$ cat src/rtl/entwurf_integrierter_schaltungen_hadner_pkg.sv
// Shared types and constants for the PWM pulse-width analyzer tile.
// Holds the segment patterns, the counter width and the classification state.
package entwurf_integrierter_schaltungen_hadner_pkg;

  localparam int CNT_W = 16;

  localparam logic [6:0] SEG_H = 7'h76;
  localparam logic [6:0] SEG_L = 7'h38;

  typedef enum logic {
    ST_LOW  = 1'b0,
    ST_HIGH = 1'b1
  } state_t;

  // Output byte: level on bit 7, matching letter on the segments below it.
  function automatic logic [7:0] encode_out(input state_t st);
    return (st == ST_HIGH) ? {1'b1, SEG_H} : {1'b0, SEG_L};
  endfunction

endpackage

$ cat src/rtl/entwurf_integrierter_schaltungen_hadner_pwm_width_meter.sv
// Synchronizes the PWM input, detects its falling edge and counts high time.
// The counter saturates at MAX_COUNTER_VALUE and clears on the falling edge.
module entwurf_integrierter_schaltungen_hadner_pwm_width_meter
  import entwurf_integrierter_schaltungen_hadner_pkg::*;
#(
  parameter int MAX_COUNTER_VALUE = 2000
) (
  input  logic             clk,
  input  logic             rst_n,
  input  logic             pwm,
  output logic             fall_pulse,
  output logic [CNT_W-1:0] width
);

  localparam logic [CNT_W-1:0] MAX_CNT = CNT_W'(MAX_COUNTER_VALUE);

  logic             sync_1;
  logic             pwm_s;
  logic             pwm_d;
  logic [CNT_W-1:0] count;

  assign fall_pulse = pwm_d & ~pwm_s;
  assign width      = count;

  always_ff @(posedge clk) begin
    if (!rst_n) begin
      sync_1 <= 1'b0;
      pwm_s  <= 1'b0;
      pwm_d  <= 1'b0;
      count  <= '0;
    end else begin
      sync_1 <= pwm;
      pwm_s  <= sync_1;
      pwm_d  <= pwm_s;
      // fall implies pwm_s = 0, so clearing never races an increment.
      if (fall_pulse) begin
        count <= '0;
      end else if (pwm_s && (count < MAX_CNT)) begin
        count <= count + 1'b1;
      end
    end
  end

endmodule

$ cat src/rtl/entwurf_integrierter_schaltungen_hadner.sv
// TinyTapeout-style tile: classifies RC-servo pulse widths as HIGH/LOW with
// hysteresis and shows the result on uo_out[7] and a 7-segment display.
module entwurf_integrierter_schaltungen_hadner
  import entwurf_integrierter_schaltungen_hadner_pkg::*;
#(
  parameter int MAX_COUNTER_VALUE  = 2000,
  parameter int HIGH_COUNTER_VALUE = 1900,
  parameter int LOW_COUNTER_VALUE  = 1100
) (
  input  logic       clk,
  input  logic       rst_n,
  input  logic       ena,
  input  logic [7:0] ui_in,
  output logic [7:0] uo_out,
  input  logic [7:0] uio_in,
  output logic [7:0] uio_out,
  output logic [7:0] uio_oe
);

  localparam logic [CNT_W-1:0] HIGH_CNT = CNT_W'(HIGH_COUNTER_VALUE);
  localparam logic [CNT_W-1:0] LOW_CNT  = CNT_W'(LOW_COUNTER_VALUE);

  logic             fall_pulse;
  logic [CNT_W-1:0] width;
  state_t           state;
  logic [7:0]       out_bits;
  logic             unused;

  assign unused  = &{1'b0, ena, uio_in, ui_in[6:0]};
  assign uio_out = 8'h00;
  assign uio_oe  = 8'h00;
  assign uo_out  = out_bits;

  entwurf_integrierter_schaltungen_hadner_pwm_width_meter #(
    .MAX_COUNTER_VALUE(MAX_COUNTER_VALUE)
  ) u_meter (
    .clk       (clk),
    .rst_n     (rst_n),
    .pwm       (ui_in[7]),
    .fall_pulse(fall_pulse),
    .width     (width)
  );

  // Widths inside [LOW, HIGH] leave the state untouched (hysteresis band).
  always_ff @(posedge clk) begin
    if (!rst_n) begin
      state    <= ST_LOW;
      out_bits <= encode_out(ST_LOW);
    end else if (fall_pulse) begin
      if (width > HIGH_CNT) begin
        state    <= ST_HIGH;
        out_bits <= encode_out(ST_HIGH);
      end else if (width < LOW_CNT) begin
        state    <= ST_LOW;
        out_bits <= encode_out(ST_LOW);
      end
    end
  end

endmodule

$ cat config.mk
export PLATFORM = sky130hd
export DESIGN_NAME = entwurf_integrierter_schaltungen_hadner
export DESIGN_NICKNAME = d
export VERILOG_FILES = /design/src/rtl/entwurf_integrierter_schaltungen_hadner_pkg.sv /design/src/rtl/entwurf_integrierter_schaltungen_hadner_pwm_width_meter.sv /design/src/rtl/entwurf_integrierter_schaltungen_hadner.sv
export SDC_FILE = /design/constraint.sdc
export NUM_CORES = 1
export LEC_CHECK = 0
export BUFFER_PORTS_ARGS = -buffer_cell sky130_fd_sc_hd__buf_4
export CAP_MARGIN = 5
export CORE_AREA = 2 2 70 72
export CTS_BUF_LIST = sky130_fd_sc_hd__clkbuf_8
export CTS_CLUSTER_SIZE = 30
export DETAILED_ROUTE_END_ITERATION = 10
export DIE_AREA = 0 0 72 74
export GPL_TIMING_DRIVEN = 0
export HOLD_SLACK_MARGIN = 0.05
export PLACE_DENSITY_LB_ADDON = 0.05
export SYNTH_ARGS = -nofsm -noshare
export SYNTH_HDL_FRONTEND = slang
export SYNTH_SLANG_ARGS = --single-unit
$ cat constraint.sdc
create_clock -name clk -period 1.7 [get_ports clk]
set_input_delay 0.17 -clock clk [delete_from_list [all_inputs] [get_ports clk]]
set_output_delay 0.17 -clock clk [all_outputs]
set_load 0.01 [all_outputs]
==> results of run 1 <==
flip-flops by register name, indices dropped and copies added, names as in the netlist:
name	count
u_meter.pwm_d	1
u_meter.pwm_s	1
u_meter.sync_1	1
u_meter.width	16
uo_out	2
through the flow:
stage / setup TNS (ns) / area, sq um
2_1_floorplan: 0 / 1180
3_3_place_gp: 0 / 1300
3_5_place_dp: 0 / 1300
4_1_cts: 0 / 1350
5_1_grt: -0.0108 / 1360
6_report: 0 / 1360
layer usage:
metal  wire length, um  track usage [%]  up-vias
met5                 0                0        -
met4                44             4.82        0
met3                94             2.30        4
met2               996             13.8       14
met1              1050             11.2      400
li1                  -                -      469
worst paths after layout:
| kind | from | to | depth (start not counted) |
|---|---|---|---|
| min reg2reg | u_meter.sync_1 | u_meter.pwm_s | 1 |
| max | u_meter.width[15] | u_meter.width[7] | 5 |
| max reg2reg | u_meter.width[15] | u_meter.width[7] | 5 |
| min | ui_in[7] | u_meter.sync_1 | 2 |
kinds of logic after synthesis:
group,after synthesis,share of synthesized area [%]
DFF,21,37.6
muxes,1,0.895
and+or+nand+nor,40,22.3
AOI/OAI and AO/OA,27,15.9
adders and majority gates,2,2.24
other,2,0.671
xor gates and xnor gates,2,1.57
buffers and inverters,32,18.9
placed cells by master (no fill, tap or decap), types with 5 or more instances in the layout:
cell and instances:
buf_4 30, dfxtp_1 21, conb_1 19, a21oi_1 10
inv_1 7, or3_1 7, and3_1 6, o21ai_1 5
power breakdown:
group | switching [uW] | internal, uW
clock network | 161 | 161
logic | 45.1 | 43.4
registers | 3.00 | 496
total | 209 | 700
area by class of cell:
| class | count | area (sq um) | share of cell area, % |
|---|---|---|---|
| Clock inverter | 1 | 3.75 | 0.276 |
| Timing Repair Buffer | 8 | 60.1 | 4.42 |
| Tap cell | 54 | 67.6 | 4.97 |
| Buffer | 26 | 189 | 13.9 |
| Multi-Input combinational cell | 91 | 556 | 40.8 |
| Clock buffer | 3 | 41.3 | 3.04 |
| Sequential cell | 21 | 420 | 30.9 |
| Inverter | 6 | 22.5 | 1.66 |
repair_timing:
item / CTS / global route
setup buffers: 0 / 1
gates resized for setup: 0 / 1
endpoints found under the setup margin: 0 / 6
endpoints found under the hold margin: 0 / 0
==> impl_results.md, run 1 <==
- HPWL after detailed placement: around 1.7 mm
- Worst-Skew Late Latency: 0.26 ns
- Area fraction of the dominant cell type after synthesis: a little under two fifths
- Clock root cell: clkbuf_8
- Routability-driven placement congestion ratio: approximately 0.7
- Die area: ~5300 sq um
- Synth-to-Final Area Change: 21.6%
- Layout cells sized above 1: 25.6%
- Worst-path maximum fanout: 10
- Vias in the first global route: around 800
- Leading area contributor after synthesis: dfxtp_1
- Number of ports placed on the die boundary: 43
- Utilization after layout: between 20 and 30%
- IO buf count: 7
- Crit path launch type: flop
- Count of filler cells inserted in the layout: about 500
- Total power consumption of the routed design: between 900 and 1000 uW
- Post-Syn Area: approximately 1100 sq um
- Final instance count without filler cells: 210
- Register-to-register setup slack: 0.09 ns
- Static leakage: around 0.00061 uW
- Final critical delay including setup and external delays: 1.61 ns
- Count of different cell masters after synthesis: 34
- # rows: 25
- Wire length after detailed routing: between 2 and 2.5 mm
- Least setup slack across all paths after layout: 0.0897 ns
- Iteration-0 DRC count of the detailed router: 48
- Maximum number of pins on one net before global-route repair: 12
- Share of synthesized area occupied by flip-flops and latches: a little under two fifths
- Result of the run: finished clean
- Path category of the worst min-delay check: in2reg
- Cell family contributing the most delay on the critical path: simple AND/OR/NAND/NOR gates
- Wire length per cell after detailed routing: between 10 and 15 um
- Worst-case vdd ir drop: between 0.0002 and 0.00025 V
- Number of antenna violations at the first check in global routing: 0
- Ordered cell list for the critical path: nor4_4 > o211ai_2 > buf_6 > or3_1 > a21oi_1
- Endpoint required time on the critical path: roughly 1.9 ns
- Cell count after synthesis: 127
- Critical path data arrival time: around 1.8 ns
- Final Hold Vio Count: 0
- Starting density of the core: 24.3%
- Pre-CTS setup slack: 0.0769 ns
- Worst path max stage delay: ~0.37 ns
- Final period util: a little over nine tenths
- Overall die width: 72 um
- Worst-path clk slew: roughly 0.080 ns
- Hold_buf cts: 0
- Clock Skew: around 0.0056 ns
- Antenna diodes: 0
- H-tree level count: 1
- Number of maximum-capacitance constraint violations: 0
- Clk sink count: 21
- Aggregate global-route resource usage: 8.82%
- Most used flip-flop cell after synthesis: dfxtp_1
- Vias per cell: about 4.2
- Remaining routing DRC violations: 0
- Floorplan Core Area: about 4600 sq um
- Path type of the worst setup path: reg2reg
- Maximum buffer depth of the clock tree: 2
- Highest clock rate: 0.621 GHz
- Dominant cell by count in the synthesized netlist: buf_4
- Max-slew violation count: 0
- Height of the die: 74 um
- Proportion of register bits with asynchronous set or reset after synthesis: 0%
- Setup repair after global routing missed its margin: true
- Clock buffer count from CTS: 3
- Worst-case hold slack: approximately 0.12 ns
- P per Cell Area: approximately 670 nW/um^2
- Total of flip-flops plus latches after synthesis: 21
- Cell total after placement: 205
- Antenna viol nets, final: 0
- Yosys synthesis warning count: 0
- Global-route wire length before repair: 3.71 mm
- WP buf/inv: 1
- Overflow after GRT: 0
- Crit path capture type: flop
- Total Nets Final: roughly 180
- Ranking of synthesized cells by area: dfxtp_1 (38%), buf_4 (15%), a21oi_1 (4.5%), or3_1 (3.9%), and3_1 (3.4%)
- Via count: 887
- Most frequent cells after synthesis: buf_4 (22), dfxtp_1 (21), a21oi_1 (10)
- Setup violation total in the final timing report: 0
- Crit-path slowest cell: nor4_4
- Number of enable-type register cells in the synthesized netlist: 0
- Clock tree from TritonCTS: done
- Mean post-synth cell area: 8.81 sq um
- Drt pass-1 iters: 4
Power figures use the tool's default switching activity.
==> inputs of run 2 (changes only) <==
--- a/config.mk
+++ b/config.mk
@@ -7,11 +7,11 @@
 export LEC_CHECK = 0
 export BUFFER_PORTS_ARGS = -buffer_cell sky130_fd_sc_hd__buf_4
 export CAP_MARGIN = 5
-export CORE_AREA = 2 2 70 72
+export CORE_AREA = 3 3 71 73
 export CTS_BUF_LIST = sky130_fd_sc_hd__clkbuf_8
 export CTS_CLUSTER_SIZE = 30
 export DETAILED_ROUTE_END_ITERATION = 10
-export DIE_AREA = 0 0 72 74
+export DIE_AREA = 0 0 74 76
 export GPL_TIMING_DRIVEN = 0
 export HOLD_SLACK_MARGIN = 0.05
 export PLACE_DENSITY_LB_ADDON = 0.05
==> run 2 against run 1 <==
Hold slack worse by 0.0076 ns. Sequential share of layout area down 0.63 points. Die area increased by 5.6%. Total power increased by 1.7%. Design area is 3.3% higher. Combinational power up 2.4%. Non-clock buffer count grew 2. Clock-buffer cell count unchanged. Critical path depth unchanged. Critical path type unchanged. Maximum frequency down 1.1%.
==> impl_results.md, run 2 (same netlist as run 1, synthesis figures left out) <==
- Clock tree from TritonCTS: done
- Clk sink count: 21 (unchanged)
- Cell total after placement: 203 (-0.98%)
- P per Cell Area: 658 nW/um^2 (-1.6%)
- Register-to-Register Path Depth: 5 (unchanged)
- Iteration-0 DRC count of the detailed router: 22 (-54%)
- Leading cell type in the layout, fill and taps excluded: buf_4
- H-tree level count: 1 (unchanged)
- Endpoint required time on the critical path: 1.89 ns (about the same)
- Critical path data arrival time: 1.82 ns (+0.02 ns)
- Layout cells sized above 1: 32.3% (+6.6 points)
- Worst-case vdd ir drop: 0.000224 V (+1.6%)
- Final critical delay including setup and external delays: 1.63 ns (+0.0181 ns)
- Commonest non-fill, non-tap cells in the layout: buf_4 (31), conb_1 (19), dfxtp_1 (17), a21oi_1 (8)
- Crit path launch type: flop
- Highest clock rate: 0.614 GHz (-1.1%)
- Ordered cell list for the critical path: buf_2 > o21ai_1 > o211ai_2 > or4_1 > a21oi_1
- Crit path capture type: flop
- Vias in the first global route: 821 (+2.4%)
- Height of the die: 76 um (+2.7%)
- Overall die width: 74 um (+2.8%)
- Max FFs per register: 16 (unchanged)
- Max-slew violation count: 0 (unchanged)
- Final Hold Vio Count: 0 (unchanged)
- Number of ports placed on the die boundary: 43 (unchanged)
- Path type of the worst setup path: reg2reg
- Vias per cell: 4.31 (+2.1%)
- Crit-path slowest cell: or4_1
- Number of cells on the worst hold path: 2 (unchanged)
- Antenna viol nets, final: 0 (unchanged)
- Static leakage: 0.000622 uW (+1.8%)
- Setup repair after global routing missed its margin: true
- Hold endpoint: u_meter.sync_1
- Die area: 5620 sq um (+5.6%)
- Wire length after detailed routing: 2.23 mm (+2.1%)
- Worst-Skew Late Latency: 0.26 ns (about the same)
- Remaining routing DRC violations: 0 (unchanged)
- Maximum number of pins on one net before global-route repair: 13 (+1)
- Floorplan Core Area: 4410 sq um (-4.0%)
- FF-to-FF Start: u_meter.width[4]
- Final instance count without filler cells: 210 (unchanged)
- Via count: 906 (+2.1%)
- Clock Skew: 0.00387 ns (-0.00170 ns)
- Worst path max stage delay: 0.49 ns (+0.12 ns)
- Hold path startpoint: ui_in[7]
- Worst-path clk slew: 0.08 ns (about the same)
- Antenna diodes: 0 (unchanged)
- Clock root cell: clkbuf_8
- Register-to-register setup slack: 0.07 ns (-0.02 ns)
- Clock buffer count from CTS: 3 (unchanged)
- HPWL after detailed placement: 1.67 mm (-0.24%)
- # rows: 24 (-4.0%)
- Result of the run: finished clean
- Setup violation total in the final timing report: 0 (unchanged)
- Worst-path maximum fanout: 7 (-3)
- Maximum buffer depth of the clock tree: 2 (unchanged)
- Total Nets Final: 180 (+1.1%)
- Global-route wire length before repair: 3.85 mm (+3.9%)
- Routability-driven placement congestion ratio: 0.735 (+2.9%)
- Aggregate global-route resource usage: 8.43% (-0.40 points)
- Utilization after layout: 31.8% (+2.3 points)
- Least setup slack across all paths after layout: 0.0717 ns (-0.0181 ns)
- Starting density of the core: 25.3% (+1.0 points)
- Synth-to-Final Area Change: 25.6%
- Overflow after GRT: 0 (unchanged)
- Number of antenna violations at the first check in global routing: 0 (unchanged)
- Pre-CTS setup slack: 0.0764 ns (-0.000555 ns)
- IO buf count: 7 (unchanged)
- Final period util: 95.8% (+1.1 points)
- Wire length per cell after detailed routing: 10.6 um (+2.1%)
- Capture instance of the worst register-to-register path: u_meter.width[9]
- Count of filler cells inserted in the layout: 477 (-6.1%)
- Drt pass-1 iters: 4 (unchanged)
- Path category of the worst min-delay check: in2reg
- Number of maximum-capacitance constraint violations: 0 (unchanged)
## run 2: changes by cell type in the layout (fill, tap and decap cells not counted), moves of 2 or more
| cell | delta |
|---|---|
| dfxtp_1 | -4 |
| a21oi_1 | -2 |
| or3_4 | +2 |
| dfxtp_2 | +4 |
| a21oi_2 | +2 |
| or3_1 | -2 |
## run 2: worst max-delay path, delay by kind of cell (launching register included)
kind                   cells  cell delay [ns]
AO/OA/AOI/OAI              3             0.61
AND/OR/NAND/NOR            1             0.49
flip-flops                 1             0.30
buffers and inverters      1             0.16
## run 2: metrics by stage
stage / hold slack [ns] / TNS (ns) / power [uW] / cell area [sq um]
after floorplan: 0.297 / 0 / 583 / 1180
after global placement: 0.389 / 0 / 596 / 1300
after detailed placement: 0.383 / 0 / 595 / 1300
after CTS: 0.109 / 0 / 933 / 1350
after global routing: 0.117 / -0.163 / 974 / 1410
final: 0.115 / 0 / 924 / 1410
## run 2: worst max-delay path by stage
stage	cells past startpoint	startpoint	end
after floorplan	4	u_meter.width[15]	uo_out[6]
after global placement	4	u_meter.width[15]	uo_out[6]
after detailed placement	4	u_meter.width[15]	uo_out[6]
after CTS	4	u_meter.width[15]	uo_out[6]
after global routing	4	u_meter.width[13]	u_meter.width[9]
final	5	u_meter.width[4]	u_meter.width[9]
## run 2: report_power, final
group | switching, uW | internal, uW
clock | 172 | 163
sequential | 2.84 | 496
combinational | 46.7 | 43.9
total | 221 | 703
## run 2: layout make-up
cell class                 count  area (sq um)  share of cell area (%)
tap                           52          65.1                    4.63
sequential                    21           425                    30.3
timing repair buffer          10          72.6                    5.16
multi-input combinational     91           584                    41.6
buffer                        26           189                    13.4
clock inverter                 1          5.00                   0.356
inverter                       6          22.5                    1.60
clock buffer                   3          41.3                    2.94
## run 2: timing repair
action                                  CTS  global route
endpoints found under the setup margin    0             7
setup buffers                             0             2
resized for setup                         0            10
hold buffers                              0             0
## run 2: layer usage
layer / global-route usage, % / wire (um)
met5: 0 / 0
met2: 12.4 / 987
met1: 12.2 / 1100
met3: 1.98 / 125
met4: 2.17 / 14
==> inputs of run 3 (changes only) <==
--- a/config.mk
+++ b/config.mk
@@ -5,8 +5,10 @@
 export SDC_FILE = /design/constraint.sdc
 export NUM_CORES = 1
 export LEC_CHECK = 0
-export BUFFER_PORTS_ARGS = -buffer_cell sky130_fd_sc_hd__buf_4
+export BUFFER_PORTS_ARGS = -buffer_cell sky130_fd_sc_hd__buf_2
 export CAP_MARGIN = 5
+export CELL_PAD_IN_SITES_DETAIL_PLACEMENT = 1
+export CELL_PAD_IN_SITES_GLOBAL_PLACEMENT = 1
 export CORE_AREA = 3 3 71 73
 export CTS_BUF_LIST = sky130_fd_sc_hd__clkbuf_8
 export CTS_CLUSTER_SIZE = 30
==> constraint.sdc (replaced) <==
create_clock -name clk -period 2 [get_ports clk]
set_input_delay 0.2 -clock clk [delete_from_list [all_inputs] [get_ports clk]]
set_output_delay 0.2 -clock clk [all_outputs]
set_load 0.01 [all_outputs]
==> run 3 against run 2 <==
Die area unchanged. Clock skew about the same. Flip-flop and latch count did not move. Non-clock buffer count down 3. Design area is 5.4% lower.
==> impl_results.md, run 3 (same netlist as run 1, synthesis figures left out) <==
- Drt pass-1 iters: 4 (unchanged)
- Leading cell type in the layout, fill and taps excluded: buf_4
- Clock root cell: clkbuf_8
- Number of maximum-capacitance constraint violations: 0 (unchanged)
- Post-CTS Repair Setup Buffers: 0 (unchanged)
- Fraction of power spent switching nets: 24.0% (+0.042 points)
- Setup Total Neg Slack: 0 ns (unchanged)
- Register-to-register setup slack: 0.38 ns (+0.31 ns)
- Final Hold Vio Count: 0 (unchanged)
- Routability-driven placement congestion ratio: 0.663 (-9.7%)
- Switch Pwr: 188 uW (-15%)
- Vias per cell: 4.43 (+2.7%)
- Endpoint required time on the critical path: 2.19 ns (+0.30 ns)
- Final design instance area without fill: 1330 sq um (-5.4%)
- Overflow after GRT: 0 (unchanged)
- Antenna diodes: 0 (unchanged)
- IO buf count: 7 (unchanged)
- Register-to-Register Path Depth: 4 (-1)
- Synth-to-Final Area Change: 18.8%
- Hold_buf cts: 0 (unchanged)
- Capture instance of the worst register-to-register path: u_meter.width[8]
- Clk sink count: 21 (unchanged)
- Clock tree from TritonCTS: done
- Remaining routing DRC violations: 0 (unchanged)
- Global-route wire length before repair: 4.15 mm (+7.9%)
- Setup repair after global routing missed its margin: false
- Part of the total power dissipated in the clock network: 36.4% (about the same)
- Number of antenna violations at the first check in global routing: 0 (unchanged)
- Worst-case vdd ir drop: 0.000216 V (-3.8%)
- Via count: 917 (+1.2%)
- Max FFs per register: 16 (unchanged)
- Setup violation total in the final timing report: 0 (unchanged)
- Worst-Skew Late Latency: 0.26 ns (about the same)
- HPWL after detailed placement: 1.93 mm (+15%)
- Starting density of the core: 25.3% (unchanged)
- Critical path data arrival time: 1.81 ns (about the same)
- Path category of the worst min-delay check: in2reg
- Sequential share of power: 54.1% (about the same)
- Maximum buffer depth of the clock tree: 2 (unchanged)
- FF-to-FF Start: u_meter.width[15]
- Launching instance or port of the critical path: u_meter.width[15]
- Combinational share of power: 9.5% (-0.3 points)
- Max-slew violation count: 0 (unchanged)
- Critical Path Sink: u_meter.width[8]
- H-tree level count: 1 (unchanged)
- Iteration-0 DRC count of the detailed router: 22 (unchanged)
- Layout cells sized above 1: 25.2% (-7.1 points)
- Final critical delay including setup and external delays: 1.62 ns (-0.00929 ns)
- Internal cell power: 595 uW (-15%)
- Clock Skew: 0.00432 ns (+0.000454 ns)
- Floorplan Core Area: 4410 sq um (unchanged)
- Result of the run: finished clean
- P per Cell Area: 589 nW/um^2 (-10%)
- Maximum number of pins on one net before global-route repair: 13 (unchanged)
- Total Nets Final: 177 (-1.7%)
- Vias in the first global route: 914 (+11%)
- Crit path capture type: flop
- Clock buffer count from CTS: 3 (unchanged)
- Wire length per cell after detailed routing: 11.7 um (+11%)
- Path type of the worst setup path: reg2reg
- Commonest non-fill, non-tap cells in the layout: buf_4 (22), dfxtp_1 (21), conb_1 (19), a21oi_1 (10), buf_2 (8)
- Antenna viol nets, final: 0 (unchanged)
- Number of ports placed on the die boundary: 43 (unchanged)
- Final period util: 81.0% (-15 points)
- DP Area: 1280 sq um (-1.3%)
- Highest clock rate: 0.618 GHz (+0.57%)
- Crit path launch type: flop
- # rows: 24 (unchanged)
- Static leakage: 0.000600 uW (-3.5%)
- Number of instances resized during post-cts repair: 0 (unchanged)
- Wire length after detailed routing: 2.43 mm (+9.1%)
- Aggregate global-route resource usage: 9.37% (+0.95 points)
- Worst-path clk slew: 0.08 ns (about the same)
- Overall die width: 74 um (unchanged)
- Worst-path maximum fanout: 6 (-1)
- Height of the die: 76 um (unchanged)
- Die area: 5620 sq um (unchanged)
[run 3: changes by cell type in the layout (fill, tap and decap cells not counted)]
cell and delta:
a21oi_2 -2, or3_4 -2, dfxtp_2 -4, buf_4 -9
o2111ai_4 -1, dfxtp_1 +4, o31ai_2 -1, o2111ai_2 +1
o31ai_1 +1, or3_1 +2, buf_2 +6, a21oi_1 +2
[run 3: final cells by class]
class / instances / area, sq um
multi-input cells: 91 / 551
plain buffers: 26 / 189
clock buffers: 3 / 41.3
fillers: 548 / 3090
well taps: 52 / 65.1
inverters: 6 / 22.5
clock inverters: 1 / 5.00
flip-flops and latches: 21 / 420
repair buffers: 7 / 35.0
[run 3: how the worst min path moves through the flow]
| stage | startpoint | end | slack, ns | cells past startpoint |
|---|---|---|---|---|
| floorplan | ui_in[7] | u_meter.sync_1 | 0.33 | 1 |
| global placement | ui_in[7] | u_meter.sync_1 | 0.41 | 2 |
| detailed placement | u_meter.sync_1 | u_meter.pwm_s | 0.42 | 1 |
| CTS | ui_in[7] | u_meter.sync_1 | 0.15 | 2 |
| global route | ui_in[7] | u_meter.sync_1 | 0.15 | 2 |
| finish | ui_in[7] | u_meter.sync_1 | 0.15 | 2 |
[run 3: power by group through the flow]
| stage | Combinational, uW | Clock (uW) | Sequential, uW |
|---|---|---|---|
| finish | 74.1 | 285 | 424 |
| CTS | 72.6 | 305 | 424 |
| floorplan | 62.5 | 0 | 433 |
| detailed placement | 72.5 | 0 | 434 |
| global placement | 71.5 | 0 | 434 |
| global route | 83.5 | 322 | 424 |
[run 3: critical path: stages, from the launching register on]
cell       delay, ns
dfxtp_1         0.35
nor4_4          0.35
o2111ai_2       0.26
or4_1           0.44
a21oi_1         0.15
[run 3: stage by stage]
stage               std cells  power (uW)  setup WS [ns]  hold WS [ns]  util, %
finish                    207         783          0.381         0.149     30.1
CTS                       207         802          0.376         0.147     30.1
global placement          203         505          0.406         0.409     29.1
global route              207         830          0.252         0.151     30.1
detailed placement        203         506          0.400         0.424     29.1
floorplan                 144         496          0.537         0.327        -
[run 3: routing by layer]
metal / global-route usage (%) / wire, um / vias to the layer above
met5: 0 / 0 / -
met4: 4.53 / 39 / 0
li1: - / - / 463
met3: 2.11 / 125 / 5
met1: 12.5 / 1170 / 426
met2: 14.0 / 1100 / 23
